===== src/rtl/mux4_rr_sel.sv =====
// Round-robin select generator for a downstream 4:1 mux.
// Registered one-hot grant and encoded select; owner held until release, request drop or hold limit.
module mux4_rr_sel #(
    parameter int unsigned HOLD_MAX = 15
) (
    input  logic       clk,
    input  logic       rst_n,
    input  logic [3:0] req_i,
    input  logic       release_i,
    output logic [1:0] sel_o,
    output logic [3:0] grant_o,
    output logic       grant_valid_o,
    output logic       timeout_o
);

    localparam logic [7:0] HoldMaxC = 8'(HOLD_MAX);
    localparam bit         LimitEn  = (HOLD_MAX != 0);

    typedef enum logic [0:0] {StIdle, StGrant} state_e;

    state_e     state_q, state_d;
    logic [1:0] ptr_q, ptr_d;
    logic [7:0] hcnt_q, hcnt_d;
    logic [1:0] sel_q, sel_d;
    logic [3:0] grant_q, grant_d;
    logic       valid_q, valid_d;
    logic       timeout_q, timeout_d;

    // Returns {found, index}; search starts at p, wrapping mod 4.
    function automatic logic [2:0] rr_pick(input logic [3:0] r, input logic [1:0] p);
        logic [2:0] res;
        logic [1:0] idx;
        res = '0;
        for (int k = 3; k >= 0; k--) begin
            idx = p + 2'(k);
            if (r[idx]) res = {1'b1, idx};
        end
        return res;
    endfunction

    always_ff @(posedge clk or negedge rst_n) begin
        if (!rst_n) begin
            state_q   <= StIdle;
            ptr_q     <= '0;
            hcnt_q    <= '0;
            sel_q     <= '0;
            grant_q   <= '0;
            valid_q   <= 1'b0;
            timeout_q <= 1'b0;
        end else begin
            state_q   <= state_d;
            ptr_q     <= ptr_d;
            hcnt_q    <= hcnt_d;
            sel_q     <= sel_d;
            grant_q   <= grant_d;
            valid_q   <= valid_d;
            timeout_q <= timeout_d;
        end
    end

    logic       end_rel, end_drop, end_lim;
    logic [1:0] next_ptr;
    logic [2:0] pick;

    always_comb begin
        state_d   = state_q;
        ptr_d     = ptr_q;
        hcnt_d    = hcnt_q;
        sel_d     = sel_q;
        grant_d   = grant_q;
        valid_d   = valid_q;
        timeout_d = 1'b0;
        end_rel   = 1'b0;
        end_drop  = 1'b0;
        end_lim   = 1'b0;
        next_ptr  = ptr_q;
        pick      = '0;

        unique case (state_q)
            StIdle: begin
                pick = rr_pick(req_i, ptr_q);
                if (pick[2]) begin
                    state_d = StGrant;
                    sel_d   = pick[1:0];
                    grant_d = 4'b0001 << pick[1:0];
                    valid_d = 1'b1;
                    hcnt_d  = 8'd1;
                end
            end
            StGrant: begin
                end_rel  = release_i;
                end_drop = !req_i[sel_q];
                end_lim  = LimitEn && (hcnt_q == HoldMaxC);
                if (end_rel || end_drop || end_lim) begin
                    // Old owner rotates to lowest priority before re-arbitrating.
                    next_ptr  = sel_q + 2'd1;
                    ptr_d     = next_ptr;
                    pick      = rr_pick(req_i, next_ptr);
                    timeout_d = end_lim && !end_rel && !end_drop;
                    if (pick[2]) begin
                        sel_d   = pick[1:0];
                        grant_d = 4'b0001 << pick[1:0];
                        hcnt_d  = 8'd1;
                    end else begin
                        state_d = StIdle;
                        grant_d = '0;
                        valid_d = 1'b0;
                    end
                end else begin
                    hcnt_d = hcnt_q + 8'd1;
                end
            end
            default: state_d = StIdle;
        endcase
    end

    always_comb begin
        sel_o         = sel_q;
        grant_o       = grant_q;
        grant_valid_o = valid_q;
        timeout_o     = timeout_q;
    end

endmodule


===== config.mk =====
export PLATFORM = sky130hd
export DESIGN_NAME = mux4_rr_sel
export DESIGN_NICKNAME = d
export VERILOG_FILES = /design/src/rtl/mux4_rr_sel.sv
export SDC_FILE = /design/constraint.sdc
export NUM_CORES = 1
export LEC_CHECK = 0
export CAP_MARGIN = 0
export CORE_MARGIN = 2
export CORE_UTILIZATION = 55
export CTS_BUF_LIST = sky130_fd_sc_hd__clkbuf_8
export DETAILED_ROUTE_END_ITERATION = 12
export PLACE_DENSITY = 0.81
export REMOVE_ABC_BUFFERS = 1
export SKIP_CTS_REPAIR_TIMING = 1
export SYNTH_ARGS = -nofsm -noshare
export SYNTH_HDL_FRONTEND = slang
export SYNTH_SLANG_ARGS = --single-unit

===== constraint.sdc =====
create_clock -name clk -period 3.5 [get_ports clk]
set_input_delay 0.875 -clock clk [delete_from_list [all_inputs] [get_ports clk]]
set_output_delay 0.875 -clock clk [all_outputs]
set_load 0.05 [all_outputs]

Word-level counts from Yosys, hierarchy flattened:

Cells that the tools add are included.

* shift-type cells: 2
* div/mod/pow operators: 0
* bitwise gates (word level): 1
* eq/ne operators: 6
* $mul: 0
* reduce and logical (&&, ||, !) cells: 11
* add/sub/neg operators: 8
* mux-type cells: 51
* $lt $le $gt $ge: 9

Operators with widths (number)
* 3-bit 2-to-1 mux: 11
* 2-bit by 3-bit < comparator with 1-bit output (second input constant): 9
* 8-bit 2-to-1 mux: 3
* 1-bit binary-select mux with 2-bit select: 9
* 1-bit 2-to-1 mux: 17
* 8-bit case mux with 2 select lines: 1
* 4-bit 2-to-1 mux: 3
* 2-bit adder (second input constant): 4
* 8-bit by 1-bit adder with 8-bit output (second input constant): 1
* 8-bit by 4-bit equality test with 1-bit output (second input constant): 1
* 4-bit case mux with 2 select lines: 1
* 1-bit by 2-bit << shifter with 4-bit output (first input constant): 2
* 2-bit by 1-bit adder with 2-bit output (second input constant): 3
* 2-bit 2-to-1 mux: 3
* 2-bit by 1-bit inequality test with 1-bit output (second input constant): 3
* 2-bit AND reduction: 3
* 3-bit AND reduction: 2
* 1-bit case mux with 2 select lines: 2
* 2-bit case mux with 2 select lines: 1
* 3-bit by 2-bit inequality test with 1-bit output (second input constant): 1
* 1-bit logical AND: 2
* 1-bit logical NOT: 2
* 1-bit logical OR: 2
* 2-bit inequality test (second input constant): 1
* 1-bit inverter: 1

* register bits: 19
* output and inout port bits: 8
* bits in read-only memories: 0
* latch bits: 0
* memories: 0
* input port bits: 7
* word-level logic and storage cells: 95
* bits in writable memories: 0

Depth between registers and ports, before layout:

* word-level depth: 14
* depth in mapped cells: 6
* mapped depth without buffers: 6

Worst setup path before layout:

OpenSTA, ideal clock, no wires.

* path kind: flip-flop to flip-flop
* start: reg sel_q[0], in the netlist sel_o[0]
* end: reg grant_q[0], in the netlist grant_o[0]
* data arrival time: 1979 ps
* data required time: 3378 ps
* setup slack: 1399 ps
* stages on the path, launching flop included: 7
* cell sequence: dfrtp_1 -> buf_2 -> mux4_2 -> o211a_4 -> mux2_4 -> nand2_1 -> o21ai_1

* longest elaborated chain between the ends: 14
* elaborated cells between the ends (all ways): 29

RTL lines
* start, declared: RTL line 24 `logic [1:0] sel_q, sel_d;`
* start signal, assigned: RTL line 54 `sel_q <= sel_d;`
* 2-bit by 1-bit adder with 2-bit output: RTL line 96 `next_ptr = sel_q + 2'd1;`
* 2-bit adder: RTL line 35 `idx = p + 2'(k);`
* 1-bit binary-select mux with 2-bit select: RTL line 36 `if (r[idx]) res = {1'b1, idx};`
* 1-bit 2-to-1 mux (not written as such): RTL line 36
* 3-bit 2-to-1 mux (4 in series): RTL line 36
* 3-bit 2-to-1 mux: RTL line 94 `if (end_rel || end_drop || end_lim) begin`
* 3-bit 2-to-1 mux: RTL line 79 `unique case (state_q)`
* 1-bit by 2-bit << shifter with 4-bit output: RTL line 102 `grant_d = 4'b0001 << pick[1:0];`
* 4-bit 2-to-1 mux: RTL line 100 `if (pick[2]) begin`
* 4-bit 2-to-1 mux: RTL line 94
* 4-bit case mux with 2 select lines: RTL line 79
* end signal, assigned: RTL line 55 `grant_q <= grant_d;`
* end, declared: RTL line 25 `logic [3:0] grant_q, grant_d;`

Several ways; a longest one is shown, not always the timed one. The select of a mux whose other input is x is not followed.
A chain may end at the register's enable or synchronous reset.

Final worst setup path:

* start: in req_i[3]
* end: reg grant_q[2], in the netlist grant_o[2]

* longest elaborated chain between the ends: 12
* elaborated cells between the ends (all ways): 41

RTL lines
* start, declared: RTL line 8 `input logic [3:0] req_i,`
* 1-bit binary-select mux with 2-bit select: RTL line 36
* 1-bit 2-to-1 mux (not written as such): RTL line 36
* 3-bit 2-to-1 mux (4 in series): RTL line 36
* 3-bit 2-to-1 mux: RTL line 94
* 3-bit 2-to-1 mux: RTL line 79
* 1-bit by 2-bit << shifter with 4-bit output: RTL line 102
* 4-bit 2-to-1 mux: RTL line 100
* 4-bit 2-to-1 mux: RTL line 94
* 4-bit case mux with 2 select lines: RTL line 79

Several ways; a longest one is shown, not always the timed one. The select of a mux whose other input is x is not followed.

==> qor.txt <==
CP max FO: 12
Tmin final: 2.638 ns
Tcrit/Tclk final: 0.7537
Syn-to-layout area delta: 18.26%
Final clock skew: 0.001136 ns
Worst VDD drop: 0.4316 mV
Drt initial violations: 40
Final setup TNS: 0 ns
GRT overflow: 0
Switch share: 0.4365
Mean Syn Cell Area: 9.322 um2
Layout fillers: 181
CTS sink cnt: 19
Proportion of synthesized area in mux cells: 0.05941
Hold_ws: 0.4919 ns
Post-Syn Area: 0.001137 mm2
Maximum clock frequency: 0.3791 GHz
Placer Congestion: 0.8056
Final setup fails: 0
Top cell type by total area after synthesis: dfrtp_1
Least-Margin Pin Slew: 0.7940 ns
Top FF cell, synth: dfrtp_1
Worst R2R Path Depth: 5
Share of layout cells above drive strength 1: 0.1029
Diode count: 0
First-pass GRT wire length: 4.340 mm
Final Hold Fails: 0
Hpwl dp: 1.753 mm
Cts bufs inserted: 3
1st-pass router iterations: 4
Startpoint types: primary input
Synth warn: 0
Largest family of logic cells by synthesized area: compound AO/OA/AOI/OAI gates
Total Wirelength: 2.378 mm
CTS max path bufs: 2
Post-synthesis simple-gate area fraction: 0.2288
Leak: 0.5542 nW
Post-synth EDFFs: 0
Combinational Power Share: 0.488
FF+latch count, synth: 19
Drc violations: 0
Die height: 49.48 um
Die area: 0.002448 mm2
Final ANT Viol Nets: 0
Worst-skew pair later-pin latency: 0.26 ns
RSZ-0062 raised after global routing: no
CP endpoint kind: register
Post-DR wirelength/cell: 14.59 um
Adder-Cell Fraction of Synth Area: 0.01100
Power per cell area: 738.4 mW/mm2
Crit path DAT: 2.82 ns
GRT Total Usage: 0.2307
PortBufs: 14
Synth Area in XOR/XNOR: 0.01540
Row count: 16
Top-area cell type share of the netlist area: 0.4180
Seq/Total Area, Yosys: 0.4180
Post-Syn Instances: 122
H-Tree Depth: 1
Synth Area in Compound Gates: 0.2288
Clock network power share: 0.157
Via count: 967
Slowest cell on crit path: clkdlybuf4s50_1
Vias per cell: 5.933
Fraction of registers with async set/reset: 1.000
P_sw: 0.4335 mW
Initial core utilization: 0.5797
Hold Path Stages: 2
Slew HR: 0.4690
Root Buffer: clkbuf_8
Sequential share of power: 0.355
Max-cap check violation count: 0
Critical path class: primary input to register
Clock slew at reported path FFs: 0.07 ns
Initial antenna violation count: 0
CTS tree: built
Unique masters post-synth: 46
Largest net degree at the start of global routing: 20
Worst hold-check path type: register to register
Max incr delay on CP: 0.73 ns
Final-stage net count: 145
Slew Limit Fails: 0
Core area: 0.001962 mm2
Internal power: 0.5596 mW
Die X: 49.48 um
Vias in the first global route: 925
Top-level I/O count: 15
Status: complete, no violations
WP data required: 3.69 ns
Synth area leaders: dfrtp_1 42%, o21ai_0 5.3%, nand2_1 4.3%
Worst path cell trace: clkdlybuf4s50_1, nand4b_1, o21ai_0, nor4_1, a22oi_1, o21ai_1
-- layout make-up --
| cell class | count | area (um2) | share of cell area |
|---|---|---|---|
| Clock buffer | 3 | 41.29 | 0.03070 |
| Clock inverter | 1 | 7.507 | 0.005581 |
| Inverter | 4 | 15.01 | 0.01116 |
| Multi-Input combinational cell | 94 | 624.3 | 0.4642 |
| Sequential cell | 19 | 475.5 | 0.3535 |
| Tap cell | 27 | 33.78 | 0.02512 |
| Timing Repair Buffer | 15 | 147.6 | 0.1098 |
-- layer usage --
| metal | part of all wire | GRT usage | vias up |
|---|---|---|---|
| li1 | - | - | 475 |
| met1 | 0.48 | 0.3235 | 449 |
| met2 | 0.45 | 0.3581 | 37 |
| met3 | 0.050 | 0.03333 | 6 |
| met4 | 0.016 | 0.09722 | 0 |
| met5 | 0 | 0 | - |
-- state kept, by name, summed over array words and instances (netlist names) --
signal,flops
sel_o,2
grant_valid_o,1
ptr_q,2
timeout_o,1
grant_o,4
hcnt_q,8
state_q,1
-- worst paths after layout --
kind | from | end | slack (ns)
min reg2reg | grant_o[2] | grant_o[2] | 0.49
max | req_i[3] | grant_o[2] | 0.86
max in group asynchronous | rst_n | ptr_q[1] | 1.93
min | grant_o[2] | grant_o[2] | 0.49
min in group asynchronous | rst_n | hcnt_q[5] | 1.08
max reg2reg | sel_o[0] | grant_o[1] | 1.64
-- metrics by stage --
step | utilization | setup WS, ns | power, mW | std cells | area, um2
5_1_grt | 0.6856 | 0.7123 | 1.054 | 163 | 1345
6_report | 0.6856 | 0.8620 | 0.9932 | 163 | 1345
4_1_cts | 0.6856 | 0.9296 | 0.9937 | 163 | 1345
2_1_floorplan | - | 0.7644 | 0.6912 | 117 | 1109
3_3_place_gp | 0.6607 | 0.7597 | 0.8229 | 159 | 1296
3_5_place_dp | 0.6607 | 0.6694 | 0.8372 | 159 | 1296
-- cells by family (layout without fill, tap and decap cells) --
logic type	count (synthesis)	in the layout
AO/OA/AOI/OAI	39	39
buffers and inverters	9	23
adder cells (fa/ha/maj)	1	1
XOR/XNOR	2	2
multiplexers	5	5
AND/OR/NAND/NOR	47	47
flip-flops	19	19
-- cells in the mapped netlist, types with 2 or more instances --
cell type  number
o21ai_1         4
and3_1          3
nor4_1          3
mux2i_1         3
a21o_1          2
o21ai_0        12
nand2b_1        4
or3_1           2
nand2_1        13
nand3_1         3
a22oi_1         4
nor2_1          7
a21oi_1         6
inv_1           4
buf_2           3
dfrtp_1        19
-- power by group through the flow --
stage	clock, mW	sequential [mW]	combinational, mW
detailed placement	0	0.356	0.482
CTS	0.158	0.351	0.485
global route	0.171	0.364	0.519
finish	0.156	0.352	0.485
global placement	0	0.353	0.470
floorplan	0	0.467	0.224
-- worst max-delay path: cells and delay by family --
family | cells | cell delay, ns
AOI/OAI and AO/OA | 3 | 0.46
buffers and inverters | 1 | 0.73
and+or+nand+nor | 2 | 0.76
-- cells in the final DEF (no fill, tap or decap), types with 2 or more instances in the layout --
| master | Yosys | layout |
|---|---|---|
| dfrtp_1 | 19 | 19 |
| or3_1 | 2 | 2 |
| clkdlybuf4s50_1 | 0 | 14 |
| clkbuf_8 | 0 | 3 |
| a22oi_1 | 4 | 4 |
| nand2_1 | 13 | 13 |
| a21oi_1 | 6 | 6 |
| nor4_1 | 3 | 2 |
| o21ai_0 | 12 | 12 |
| nor2_1 | 7 | 7 |
| mux2i_1 | 3 | 3 |
| nand3_1 | 3 | 3 |
| nand2b_1 | 4 | 4 |
| a21o_1 | 2 | 2 |
| inv_1 | 4 | 4 |
| and3_1 | 3 | 3 |
| o21ai_1 | 4 | 4 |
Note: power is estimated with default switching activity, not from simulation.
